### src/rtl/pattern_sequencer.sv
// Cycles through NUM_PATTERNS test-pattern generators, dwelling a programmable
// number of frames on each; switches (auto or manual) only take effect at pixel origin.
module pattern_sequencer #(
    parameter int NUM_PATTERNS = 4,
    parameter int FRAME_W      = 10,
    parameter logic [NUM_PATTERNS*FRAME_W-1:0] DWELL_TABLE =
        {10'd480, 10'd240, 10'd480, 10'd240}
) (
    input  logic                      clk,
    input  logic                      rst_n,
    input  logic [9:0]                x,
    input  logic [9:0]                y,
    input  logic                      active,
    input  logic                      vsync,
    input  logic                      paused,
    input  logic                      hold,
    input  logic                      manual_mode,
    input  logic                      manual_req,
    input  logic [2:0]                manual_sel,
    input  logic [NUM_PATTERNS*6-1:0] pattern_rgb,
    output logic [NUM_PATTERNS-1:0]   pattern_enable,
    output logic [NUM_PATTERNS-1:0]   active_out,
    output logic [NUM_PATTERNS-1:0]   next_frame,
    output logic [5:0]                rgb,
    output logic [2:0]                cur_pattern,
    output logic [FRAME_W-1:0]        frame_count,
    output logic                      switch_pulse
);

    logic [2:0]         cur_q, cur_d;
    logic [2:0]         target_q, target_d;
    logic               pending_q, pending_d;
    logic [FRAME_W-1:0] frame_q, frame_d;
    logic               vsync_q, vsync_d;
    logic               switch_q, switch_d;

    logic               vsync_rise;
    logic [FRAME_W-1:0] dwell;
    logic [FRAME_W-1:0] dwell_last;
    logic               auto_step;
    logic               auto_expire;
    logic               manual_ok;
    logic               commit;
    logic [2:0]         next_idx;
    logic [5:0]         cur_rgb;

    assign vsync_rise = vsync & ~vsync_q;

    always_comb begin
        dwell   = '0;
        cur_rgb = '0;
        for (int i = 0; i < NUM_PATTERNS; i++) begin
            if (cur_q == 3'(i)) begin
                dwell   = DWELL_TABLE[i*FRAME_W +: FRAME_W];
                cur_rgb = pattern_rgb[i*6 +: 6];
            end
        end
    end

    // A zero dwell is treated as one frame, so its last index is also 0.
    assign dwell_last  = (dwell == '0) ? '0 : dwell - FRAME_W'(1);
    assign auto_step   = ~manual_mode & ~hold & vsync_rise;
    assign auto_expire = auto_step & (frame_q == dwell_last);
    assign manual_ok   = manual_req & ({1'b0, manual_sel} < 4'(NUM_PATTERNS))
                       & (manual_sel != cur_q);
    assign commit      = pending_q & (x == 10'd0) & (y == 10'd0);
    assign next_idx    = (cur_q == 3'(NUM_PATTERNS - 1)) ? 3'd0 : cur_q + 3'd1;

    always_comb begin
        cur_d     = cur_q;
        target_d  = target_q;
        pending_d = pending_q;
        frame_d   = frame_q;
        vsync_d   = vsync;
        switch_d  = 1'b0;

        if (auto_step) begin
            frame_d = auto_expire ? '0 : frame_q + FRAME_W'(1);
        end
        if (auto_expire) begin
            pending_d = 1'b1;
            target_d  = next_idx;
        end
        if (manual_ok) begin
            pending_d = 1'b1;
            target_d  = manual_sel;
        end
        // Commit overrides everything else in the cycle, including a vsync increment.
        if (commit) begin
            cur_d     = target_q;
            target_d  = target_q;
            pending_d = 1'b0;
            frame_d   = '0;
            switch_d  = 1'b1;
        end
    end

    always_ff @(posedge clk or negedge rst_n) begin
        if (!rst_n) begin
            cur_q     <= '0;
            target_q  <= '0;
            pending_q <= 1'b0;
            frame_q   <= '0;
            vsync_q   <= 1'b1;
            switch_q  <= 1'b0;
        end else begin
            cur_q     <= cur_d;
            target_q  <= target_d;
            pending_q <= pending_d;
            frame_q   <= frame_d;
            vsync_q   <= vsync_d;
            switch_q  <= switch_d;
        end
    end

    genvar g;
    generate
        for (g = 0; g < NUM_PATTERNS; g++) begin : g_lane
            assign pattern_enable[g] = (cur_q == 3'(g));
            assign active_out[g]     = active & (cur_q == 3'(g));
            assign next_frame[g]     = vsync_rise & ~paused & (cur_q == 3'(g));
        end
    endgenerate

    assign rgb          = active ? cur_rgb : 6'b0;
    assign cur_pattern  = cur_q;
    assign frame_count  = frame_q;
    assign switch_pulse = switch_q;

endmodule
### config.mk
export PLATFORM = sky130hd
export DESIGN_NAME = pattern_sequencer
export DESIGN_NICKNAME = d
export VERILOG_FILES = /design/src/rtl/pattern_sequencer.sv
export SDC_FILE = /design/constraint.sdc
export NUM_CORES = 1
export LEC_CHECK = 0
export ABC_CLOCK_PERIOD_IN_PS = 4300
export CAP_MARGIN = 5
export CORE_AREA = 2 2 67 69
export CTS_BUF_LIST = sky130_fd_sc_hd__clkbuf_8
export CTS_CLUSTER_SIZE = 20
export DETAILED_ROUTE_END_ITERATION = 6
export DIE_AREA = 0 0 69 71
export PLACE_DENSITY_LB_ADDON = 0.12
export SYNTH_ARGS = -nofsm -noshare
export SYNTH_HDL_FRONTEND = slang
export SYNTH_SLANG_ARGS = --single-unit
### constraint.sdc
create_clock -name clk -period 4.3 [get_ports clk]
set_input_delay 0.86 -clock clk [delete_from_list [all_inputs] [get_ports clk]]
set_output_delay 0.86 -clock clk [all_outputs]
set_load 0.03 [all_outputs]
==> results.toml, run 1 <==
[worst_setup_path]
cp-start-kind = "input pin"
r2r_start = "cur_pattern[1]"
critical_path_class = "input pin to output pin"
crit_buf_inv = 2
crit_slowest_cell = "clkdlybuf4s50_1"
critPathTopFamily = "buffers and inverters"
critPathMaxFanout = 4
cp-startpoint = "vsync"
crit_cells = 4
cp_data_required_time_ns = 3.44
cp-end-kind = "output pin"
crit_top_cell = "clkdlybuf4s50_1"
regToRegSetupSlack_ns = 0.87
slowest_delay_ns = 0.72
crit_end = "next_frame[2]"
arrival_ns = 2.82
r2r-end = "target_q[0]"
cp_cell_sequence = "clkdlybuf4s50_1 -> or3b_2 -> nor3b_1 -> clkdlybuf4s50_1"
r2r_cells = 11

[floorplanning]
initial_core_util = 0.3955
core_mm2 = 0.004204
rows = 24
io_pins = 87
die_h_um = 71
die_area_mm2 = 0.004899
die_w_um = 69

[pwr]
ir_drop_uv = 220.8
power_density_mw_per_mm2 = 203.4
power_w = 0.0005245
total_leakage_power_nw = 1.035

[finish]
antennaDiodeCount = 0
multi_input_area_mm2 = 0.001086
drive_gt1_frac = 0.04626
final_nets = 347
fin_area_mm2 = 0.002579
num-fill-cells = 390
seq_area_um2 = 476.7
area_growth_pct = 55.08

[sta]
setup_viol = 0
relSlewSlack = 0.4394
hold_viol = 0
tightest_slew_ns = 0.8383
final.setup.worst_slack_ns = 0.6167
min_period_ns = 3.683
rsz0062_at_grt = "false"
fin_crit_sh = 0.8566
fin_tns_setup_ns = 0
whs_ns = 0.4867
finalMaxSlewViolations = 0
fmax_ghz = 0.2715
worst_clock_skew_ns = 0.002040

[clock_tree]
root_buffer = "clkbuf_8"
cts_buffers = 3
hold_buffers = 0
clk_path_buf_depth = 2
clock_latency_ns = 0.26
ctsResizeCount = 0
clkSinkCount = 19
cts_tree = "yes"
h-tree-depth = 1
clk_pin_slew_ns = 0.07
post_cts_buffers = 0

[detailed_routing]
vias = 1767
first_pass_iters = 4
drc = 0
first_iter_violations = 83
wirelength_um = 4634
routed_via_density = 5.306
wire_per_inst_um = 13.92
antenna_left = 0

[logic_synthesis]
synth_top_area_frac = 0.2709
avgSynthCellArea_um2 = 8.314
synth_cell_type_count = 47
async_flop_share = 1.000
synth-seq-cells = 19
ys.flop_type = "dfrtp_1"
synth.most_common_cell = "nor2_1"
syn_nets = 265
synth_top_area_cell = "dfrtp_1"
netlist_top_cells_count = "nor2_1 (20), dfrtp_1 (18), nand2_1 (18)"
synth_area_leaders = "dfrtp_1 (27%), ha_1 (7.5%), nor2_1 (4.5%), nand2_1 (4.1%), nor2b_1 (3.8%)"
yosys_warnings = 0
synth_seq_area_share = 0.2867
synth_edf_count = 0
synth_cells = 200
synth_area_mm2 = 0.001663

[global_route]
grt_antenna_before_repair = 0
grt_max_degree = 20
overflow = 0
grt_pass1_vias = 1692
grt_use_total = 0.1960
grt_first_pass_wirelength_um = 8066

[run_status]
status = "finished, final reports clean"

[place]
gp_congestion = 0.8097
portBuffers = 86
dpl-instance-area_mm2 = 0.002534
hpwl_um = 3655
place_ws_ns = 0.6170

[flow_run]
maxCapViolCount = 0

[worst_hold_path]
hold_path.class = "register to register"
==> where the power goes <==
group,internal (W),switching (W),total [W]
logic,0.0000989,0.0000831,0.000182
clock network,0.0000636,0.0000592,0.000123
registers,0.000193,0.0000262,0.000220
total,0.000356,0.000169,0.000524
==> worst reg2reg max path, cell delays in order, from the launching register on <==
cell,delay [ns]
dfrtp_1,0.47
inv_1,0.14
ha_1,0.34
nor2b_2,0.34
o21ai_0,0.16
ha_1,0.26
ha_1,0.30
xnor2_1,0.17
nor4_2,0.33
o2111ai_4,0.23
a21oi_4,0.23
mux2_1,0.34
==> logic make-up after synthesis <==
logic type | share of synthesized area
mux | 0.01354
simple gates | 0.3243
buf+inv | 0.06019
fa+ha+maj | 0.07524
compound gates | 0.1768
flops | 0.2867
xor+xnor | 0.06320
==> how the worst min path moves through the flow <==
stage / from / to / slack, ns / cells after the start
4_1_cts: target_q[1] / cur_pattern[1] / 0.48 / 2
3_5_place_dp: target_q[1] / cur_pattern[1] / 0.47 / 2
3_3_place_gp: target_q[1] / cur_pattern[1] / 0.46 / 2
5_1_grt: target_q[1] / cur_pattern[1] / 0.50 / 2
6_report: target_q[1] / cur_pattern[1] / 0.49 / 2
2_1_floorplan: target_q[0] / cur_pattern[0] / 0.44 / 2
==> state kept, by name (all words and copies together) (netlist names) <==
name	count
cur_pattern	3
frame_count	10
pending_q	1
switch_pulse	1
target_q	3
vsync_q	1
==> per-layer routing <==
| metal | up-vias | part of all wire | GRT usage |
|---|---|---|---|
| met5 | - | 0 | 0 |
| met4 | 0 | 0.011 | 0.05882 |
| met3 | 5 | 0.069 | 0.04986 |
| met2 | 71 | 0.44 | 0.3024 |
| met1 | 816 | 0.48 | 0.2717 |
| li1 | 875 | - | - |
==> cell type report <==
| class | instances | share of cell area |
|---|---|---|
| sequential | 19 | 0.1849 |
| tap | 52 | 0.02523 |
| clock inverter | 1 | 0.001456 |
| timing repair buffer | 86 | 0.3338 |
| clock buffer | 3 | 0.01601 |
| multi-input combinational | 160 | 0.4212 |
| inverter | 12 | 0.01747 |
==> per-stage QoR <==
stage | utilization | cells
6_report | 0.6134 | 333
5_1_grt | 0.6134 | 333
4_1_cts | 0.6134 | 333
3_5_place_dp | 0.6027 | 329
3_3_place_gp | 0.6027 | 329
2_1_floorplan | - | 200
==> layout by cell type, fill, tap and decap left out, types with 7 or more instances in the layout <==
| cell | synthesis | routed |
|---|---|---|
| a21oi_1 | 9 | 9 |
| nor3_1 | 7 | 7 |
| dfrtp_1 | 18 | 18 |
| nor4_1 | 7 | 7 |
| nand3_1 | 7 | 7 |
| o21ai_0 | 11 | 11 |
| nand2_1 | 18 | 18 |
| clkdlybuf4s50_1 | 0 | 86 |
| nor2b_1 | 10 | 10 |
| ha_1 | 10 | 10 |
| inv_1 | 11 | 12 |
| nor2_1 | 20 | 20 |
Power figures use the tool's default switching activity.
==> run 2, diff against run 1 <==
--- a/config.mk
+++ b/config.mk
@@ -5,14 +5,14 @@
 export SDC_FILE = /design/constraint.sdc
 export NUM_CORES = 1
 export LEC_CHECK = 0
-export ABC_CLOCK_PERIOD_IN_PS = 4300
+export ABC_CLOCK_PERIOD_IN_PS = 3650
 export CAP_MARGIN = 5
 export CORE_AREA = 2 2 67 69
 export CTS_BUF_LIST = sky130_fd_sc_hd__clkbuf_8
 export CTS_CLUSTER_SIZE = 20
 export DETAILED_ROUTE_END_ITERATION = 6
 export DIE_AREA = 0 0 69 71
-export PLACE_DENSITY_LB_ADDON = 0.12
+export PLACE_DENSITY = 0.79
 export SYNTH_ARGS = -nofsm -noshare
 export SYNTH_HDL_FRONTEND = slang
 export SYNTH_SLANG_ARGS = --single-unit
==> constraint.sdc (replaced) <==
create_clock -name clk -period 3.65 [get_ports clk]
set_input_delay 0.73 -clock clk [delete_from_list [all_inputs] [get_ports clk]]
set_output_delay 0.73 -clock clk [all_outputs]
set_load 0.03 [all_outputs]
==> run 2 against run 1 <==
Against the previous run:
- flip-flop and latch count did not move
- clock skew increased by 0.0030 ns
- clock power grew 15%
- global-route usage shrank 1.1 points
- non-clock buffer count rose by 4
- critical path type unchanged
- largest cell class unchanged
- largest power group unchanged
- highest routed layer unchanged
==> results.toml, run 2 (synthesized netlist as in run 1, its figures left out) <==
[clock_tree]
post_cts_buffers = 0
clock_latency_ns = 0.25
h-tree-depth = 1
cts_tree = "yes"
cts_buffers = 3
clk_path_buf_depth = 2
root_buffer = "clkbuf_8"
ctsResizeCount = 0
hold_buffers = 0
clk_pin_slew_ns = 0.06
clkSinkCount = 19

[floorplanning]
rows = 24
core_mm2 = 0.004204
initial_core_util = 0.3955
die_area_mm2 = 0.004899
io_pins = 87
die_w_um = 69
die_h_um = 71

[place]
hpwl_um = 3574
dpl-instance-area_mm2 = 0.002564
gp_congestion = 0.8673
portBuffers = 86
place_ws_ns = 0.2478
dp.cells = 333

[pwr]
power_density_mw_per_mm2 = 235.8
ir_drop_uv = 259.1
total_leakage_power_nw = 1.055

[finish]
final_cells = 337
area_growth_pct = 56.88
layout_common_cells = "clkdlybuf4s50_1 (86), nor2_1 (20), nand2_1 (18), dfrtp_1 (18), inv_1 (12)"
antennaDiodeCount = 0
final_nets = 351
final_common_cell = "clkdlybuf4s50_1"
num-fill-cells = 384
fin_area_mm2 = 0.002609
drive_gt1_frac = 0.05965
largest_reg_flops = 10

[sta]
hold_viol = 0
setup_viol = 0
fin_crit_sh = 0.9312
rsz0062_at_grt = "false"
fin_tns_setup_ns = 0
worst_clock_skew_ns = 0.005078
relSlewSlack = 0.4390
min_period_ns = 3.399
finalMaxSlewViolations = 0
fmax_ghz = 0.2942
final.setup.worst_slack_ns = 0.2511
whs_ns = 0.4864
tightest_slew_ns = 0.8389

[worst_setup_path]
crit_top_cell = "clkdlybuf4s50_1"
slowest_delay_ns = 0.69
cp_data_required_time_ns = 2.92
cp-start-kind = "input pin"
critical_path_class = "input pin to output pin"
crit_slowest_cell = "clkdlybuf4s50_1"
cp-end-kind = "output pin"
arrival_ns = 2.67
critPathMaxFanout = 4
cp_cell_sequence = "clkdlybuf4s50_1 -> or3b_2 -> nor3b_1 -> clkdlybuf4s50_1"

[detailed_routing]
drc = 0
vias = 1790
antenna_left = 0
wirelength_um = 4517
first_pass_iters = 4
first_iter_violations = 41
wire_per_inst_um = 13.40
routed_via_density = 5.312

[worst_hold_path]
hold_path.class = "register to register"

[global_route]
grt_first_pass_wirelength_um = 7734
grt_pass1_vias = 1690
grt_antenna_before_repair = 0
overflow = 0
grt_max_degree = 20
grt_use_total = 0.1855

[flow_run]
maxCapViolCount = 0

[run_status]
status = "finished, final reports clean"
==> run 2: cell types whose count changed in the layout (fill, tap and decap cells not counted), sizes merged <==
cell  change
buf       +4
==> run 2: worst paths after layout <==
path | startpoint | endpoint | slack [ns] | cells past startpoint
setup / recovery | vsync | next_frame[2] | 0.25 | 4
min in group asynchronous | rst_n | frame_count[4] | 0.95 | 1
hold reg to reg | target_q[1] | cur_pattern[1] | 0.49 | 2
max in group asynchronous | rst_n | cur_pattern[1] | 2.17 | 1
setup reg to reg | cur_pattern[1] | target_q[0] | 0.36 | 11
hold / removal | target_q[1] | cur_pattern[1] | 0.49 | 2
==> run 2: critical path, delay by kind of cell <==
| family | cells | cell delay, ns |
|---|---|---|
| and+or+nand+nor | 2 | 0.74 |
| buffers and inverters | 2 | 1.19 |
==> run 2: where the power goes <==
group          total (W)  switching (W)  internal, W
logic           0.000215      0.0000983     0.000116
clock network   0.000142      0.0000670    0.0000747
registers       0.000259      0.0000310     0.000228
total           0.000615       0.000196     0.000419
==> run 2: final cells by class <==
cell class / instances / area (µm²) / area share
sequential: 19 / 476.7 / 0.1827
timing repair buffer: 90 / 890.9 / 0.3415
clock buffer: 3 / 41.29 / 0.01583
inverter: 12 / 45.04 / 0.01727
multi-input combinational: 160 / 1086 / 0.4163
clock inverter: 1 / 3.754 / 0.001439
tap: 52 / 65.06 / 0.02494
==> run 2: routing by layer <==
layer | up-vias | wire (µm) | share of wire | track usage
met5 | - | 0 | 0 | 0
li1 | 888 | - | - | -
met1 | 824 | 2006 | 0.44 | 0.2513
met3 | 2 | 401 | 0.089 | 0.04274
met2 | 76 | 2095 | 0.46 | 0.3098
met4 | 0 | 13 | 0.0029 | 0.02832
==> run 2: stage by stage <==
step,util,power (W)
finish,0.6205,0.0006151
detailed placement,0.6098,0.0004762
floorplan,-,0.0003595
global placement,0.6098,0.0004734
global route,0.6205,0.0006486
CTS,0.6205,0.0006180
